File: src/rtl/uart_pkg.sv
// Shared UART definitions: FSM state encoding (also used by the receiver),
// parity mode and frame-length helper.
package uart_pkg;

  typedef enum logic [2:0] {
    UART_IDLE   = 3'd0,
    UART_START  = 3'd1,
    UART_DATA   = 3'd2,
    UART_PARITY = 3'd3,
    UART_STOP   = 3'd4
  } uart_state_e;

  // Seed XORed into the data parity; 0 gives even parity over data+parity.
  localparam logic PARITY_SEED = 1'b0;

  function automatic int frame_cycles(input int clks_per_bit, input int data_bits,
                                      input int parity_en);
    return (2 + data_bits + parity_en) * clks_per_bit;
  endfunction

endpackage

File: src/rtl/uart_bit_timer.sv
// Bit-period timer: counts CLKS_PER_BIT cycles while run is high and pulses
// bit_done on the last cycle of each period.
module uart_bit_timer #(
  parameter int CLKS_PER_BIT = 4
) (
  input  logic clk,
  input  logic reset,
  input  logic run,
  output logic bit_done
);

  localparam int CNT_W = (CLKS_PER_BIT > 1) ? $clog2(CLKS_PER_BIT) : 1;
  localparam logic [CNT_W-1:0] CNT_LAST = CNT_W'(CLKS_PER_BIT - 1);

  logic [CNT_W-1:0] cnt_q;
  logic [CNT_W-1:0] cnt_d;

  assign bit_done = run && (cnt_q == CNT_LAST);

  always_comb begin
    cnt_d = cnt_q + 1'b1;
    if (!run || bit_done) begin
      cnt_d = '0;
    end
  end

  always_ff @(posedge clk) begin
    if (reset) begin
      cnt_q <= '0;
    end else begin
      cnt_q <= cnt_d;
    end
  end

endmodule

File: src/rtl/uart_tx.sv
// UART transmitter: one word per valid/ready handshake, framed as start,
// LSB-first data, optional even parity and one stop bit on a registered line.
module uart_tx
  import uart_pkg::*;
#(
  parameter int CLKS_PER_BIT = 4,
  parameter int DATA_BITS    = 8,
  parameter bit PARITY_EN    = 1'b0
) (
  input  logic                 clk,
  input  logic                 reset,
  input  logic                 in_valid,
  input  logic [DATA_BITS-1:0] in_data,
  output logic                 in_ready,
  output logic                 tx_out,
  output logic                 busy
);

  localparam int BIT_CNT_W = $clog2(DATA_BITS + 1);
  localparam logic [BIT_CNT_W-1:0] BIT_LAST = BIT_CNT_W'(DATA_BITS - 1);

  uart_state_e          state_q, state_d;
  logic [DATA_BITS-1:0] shift_q, shift_d;
  logic [BIT_CNT_W-1:0] bit_cnt_q, bit_cnt_d;
  logic                 parity_q, parity_d;
  logic                 tx_q, tx_d;
  logic                 bit_done;

  uart_bit_timer #(
    .CLKS_PER_BIT(CLKS_PER_BIT)
  ) u_bit_timer (
    .clk     (clk),
    .reset   (reset),
    .run     (state_q != UART_IDLE),
    .bit_done(bit_done)
  );

  always_comb begin
    state_d   = state_q;
    shift_d   = shift_q;
    bit_cnt_d = bit_cnt_q;
    parity_d  = parity_q;
    unique case (state_q)
      UART_IDLE: begin
        if (in_valid) begin
          shift_d   = in_data;
          parity_d  = PARITY_SEED ^ (^in_data);
          bit_cnt_d = '0;
          state_d   = UART_START;
        end
      end
      UART_START: begin
        if (bit_done) state_d = UART_DATA;
      end
      UART_DATA: begin
        if (bit_done) begin
          shift_d = shift_q >> 1;
          if (bit_cnt_q == BIT_LAST) begin
            bit_cnt_d = '0;
            state_d   = PARITY_EN ? UART_PARITY : UART_STOP;
          end else begin
            bit_cnt_d = bit_cnt_q + 1'b1;
          end
        end
      end
      UART_PARITY: begin
        if (bit_done) state_d = UART_STOP;
      end
      UART_STOP: begin
        if (bit_done) state_d = UART_IDLE;
      end
      default: state_d = UART_IDLE;
    endcase
  end

  // Line level is decoded from the next state so tx_out is aligned with state_q.
  always_comb begin
    tx_d = 1'b1;
    unique case (state_d)
      UART_START:  tx_d = 1'b0;
      UART_DATA:   tx_d = shift_d[0];
      UART_PARITY: tx_d = parity_d;
      default:     tx_d = 1'b1;
    endcase
  end

  always_ff @(posedge clk) begin
    if (reset) begin
      state_q   <= UART_IDLE;
      shift_q   <= '0;
      bit_cnt_q <= '0;
      parity_q  <= 1'b0;
      tx_q      <= 1'b1;
    end else begin
      state_q   <= state_d;
      shift_q   <= shift_d;
      bit_cnt_q <= bit_cnt_d;
      parity_q  <= parity_d;
      tx_q      <= tx_d;
    end
  end

  assign tx_out   = tx_q;
  assign busy     = (state_q != UART_IDLE);
  assign in_ready = (state_q == UART_IDLE);

endmodule

File: config.mk
export PLATFORM = sky130hd
export DESIGN_NAME = uart_tx
export DESIGN_NICKNAME = d
export VERILOG_FILES = /design/src/rtl/uart_pkg.sv /design/src/rtl/uart_bit_timer.sv /design/src/rtl/uart_tx.sv
export SDC_FILE = /design/constraint.sdc
export NUM_CORES = 1
export LEC_CHECK = 0
export ABC_AREA = 1
export CORE_UTILIZATION = 48
export DETAILED_ROUTE_END_ITERATION = 12
export PLACE_DENSITY = 0.81
export SKIP_CTS_REPAIR_TIMING = 1
export SYNTH_ARGS = -nofsm -noshare
export SYNTH_HDL_FRONTEND = slang
export SYNTH_SLANG_ARGS = --single-unit
File: constraint.sdc
create_clock -name clk -period 1.4 [get_ports clk]
set_input_delay 0.28 -clock clk [delete_from_list [all_inputs] [get_ports clk]]
set_output_delay 0.28 -clock clk [all_outputs]
set_load 0.05 [all_outputs]
==> impl_metrics.json <==
{
  "grtUsageMet2_pct": 40.6,
  "finalSetupViolations": 1,
  "final_hold_viol_count": 0,
  "place_area_mm2": 0.00135,
  "setup_ws_ps": -37.7,
  "critPathSlowestCell": "dfxtp_2",
  "postSynthNetCount": 175,
  "coreArea_mm2": 0.00202,
  "min_period_ps": 1440,
  "nNetsFinal": 210,
  "maxSlewHeadroom_pct": 78.8,
  "dr.pass1.iters": 4,
  "wl_per_cell_um": 11.3,
  "synth_async_sr_flop_share_pct": 0,
  "ys_top_cells_by_count": "47 x nand2_1, 21 x inv_1, 19 x dfxtp_1",
  "cpMostUsedCell": "inv_2",
  "ys_warn_count": 0,
  "io_buffers": 13,
  "yosys.area.top_type_share_pct": 35.6,
  "drc": 0,
  "pin_count": 14,
  "synthFlopType": "dfxtp_1",
  "die_h_um": 49.2,
  "clk_pin_slew_ps": 100,
  "start_util_pct": 52.9,
  "diodes": 0,
  "finalSetupTns_ps": -37.7,
  "worstMarginPinSlew_ps": 314,
  "cts_max_level": 1,
  "rows": 16,
  "synth_area_mm2": 0.00107,
  "outcome": "finished with violations",
  "gp_congestion": 0.808,
  "viasPerCell": 5.01,
  "cts_tree": "yes",
  "numCtsBuffers": 3,
  "synth_edf_count": 0,
  "use_met3_pct": 5.92,
  "hold_class": "reg2reg",
  "crit_required_ps": 1120,
  "use_met1_pct": 26.1,
  "rsz0062_at_grt": "true",
  "startpoint_type": "register",
  "yosys_register_bits": 19,
  "grt_max_degree": 13,
  "vias": 1117,
  "drv_cap": 0,
  "synth.largest_area_cell": "dfxtp_1",
  "fin_util_pct": 71.3,
  "avgSynthCellArea_um2": 6.60,
  "clockBufferDepth": 2,
  "die_w_um": 49.2,
  "ys_seq_area_share_pct": 35.6,
  "crit_path_end_kind": "output pin",
  "dieArea_mm2": 0.00242,
  "clkLatencyLatePin_ps": 300,
  "drive_gt1_share_pct": 24.0,
  "gr-total-overflow": 0,
  "area_delta_synth_final_pct": 34.7,
  "fin_area_mm2": 0.00144,
  "power_density_mw_per_mm2": 820,
  "grt_pass1_vias": 1053,
  "synth_cells": 162,
  "synthTopCellsByArea": "dfxtp_1 36%, nand2_1 16%, inv_1 7.4%",
  "fmax_mhz": 696,
  "drtAntennaViolNets": 0,
  "yosysMostFrequentCell": "nand2_1",
  "fin_skew_ps": 0.841,
  "period_share_pct": 103,
  "grtUsageTotal_pct": 22.8,
  "drtIter0Drc": 21,
  "grt_pass1_wl_um": 4310,
  "crit_chain": "inv_2 -> nand2_4 -> nor2_4 -> inv_2 -> buf_12",
  "ir_drop_mv": 0.620,
  "cts-root-buf": "clkbuf_4",
  "max_stage_delay_ps": 350,
  "grt_antenna_before_repair": 0,
  "finalMaxSlewViolations": 0,
  "dp_hpwl_um": 1940,
  "clock_sinks": 19,
  "cp.arrival_ps": 1160,
  "path_class": "reg2out",
  "synth.distinct_cells": 28,
  "finalWirelength_um": 2530,
  "violations": "negative setup slack",
  "busiest_layer": "met2",
  "p_leak_nw": 0.689,
  "place_ws_ps": -173,
  "path_max_fanout": 4
}
-- cells in the final DEF, fill, tap and decap left out, types with 2 or more instances in the layout --
| cell type | n |
|---|---|
| inv_1 | 18 |
| nor2_2 | 3 |
| nor3_1 | 3 |
| nand2_1 | 47 |
| nand3_1 | 6 |
| buf_4 | 19 |
| nor2_1 | 18 |
| inv_2 | 5 |
| a21oi_1 | 11 |
| clkdlybuf4s50_1 | 10 |
| nor2_4 | 2 |
| dfxtp_2 | 4 |
| nand2_4 | 2 |
| o21ai_0 | 9 |
| o21ai_2 | 2 |
| nand4_1 | 3 |
| clkbuf_4 | 3 |
| dfxtp_1 | 15 |
| buf_12 | 3 |
-- flip-flops by register name, indices dropped and copies added (netlist names) --
signal             cells
shift_q                8
bit_cnt_q              4
state_q                3
u_bit_timer.cnt_q      2
parity_q               1
tx_out                 1
-- final timing paths --
check / from / to / slack [ps] / cells past startpoint
setup / recovery: state_q[0]$_SDFF_PP0_ / busy / -40 / 5
hold / removal: u_bit_timer.cnt_q[0]$_SDFF_PP0_ / u_bit_timer.cnt_q[0]$_SDFF_PP0_ / 470 / 1
setup reg to reg: bit_cnt_q[0]$_SDFFE_PP0P_ / tx_out$_SDFF_PP1_ / 30 / 6
hold reg to reg: u_bit_timer.cnt_q[0]$_SDFF_PP0_ / u_bit_timer.cnt_q[0]$_SDFF_PP0_ / 470 / 1
-- power by group --
part | internal (mW) | leakage [nW] | switching, mW
registers | 0.569 | 0.157 | 0.0179
logic | 0.151 | 0.517 | 0.165
clock network | 0.111 | 0.0150 | 0.168
-- critical path, delay by kind of cell (launching register included) --
kind	cells	cell delay, ps
buf+inv	3	300
flops	1	350
simple gates	2	210
-- routing by layer --
metal  routed length [µm]  up-vias
met5                    0        -
met3                   75        6
met4                   40        0
li1                     -      584
met2                 1290       18
met1                 1120      509
-- per-stage QoR --
| stage | hold WS [ps] | total power, mW | instances |
|---|---|---|---|
| after floorplan | 349 | 0.759 | 162 |
| after global placement | 407 | 0.880 | 214 |
| after detailed placement | 416 | 0.891 | 214 |
| after CTS | 430 | 1.16 | 218 |
| after global routing | 490 | 1.24 | 223 |
| final | 472 | 1.18 | 223 |
-- final cells by class --
type,count,area [µm²]
Tap cell,27,33.8
Sequential cell,19,385
Clock buffer,4,26.3
Timing Repair Buffer,32,303
Multi-Input combinational cell,118,607
Fill cell,157,581
Inverter,23,86.3
-- kinds of logic (layout without fill, tap and decap cells) --
kind of cell | count (synthesis) | after routing | share of synthesized area [%]
and+or+nand+nor | 88 | 88 | 37.2
AOI/OAI and AO/OA | 26 | 26 | 13.8
buffers and inverters | 25 | 59 | 9.47
DFF | 19 | 19 | 35.6
adders and majority gates | 2 | 2 | 2.34
xor gates and xnor gates | 2 | 2 | 1.64
No activity file was read; power rests on OpenSTA's default activity.
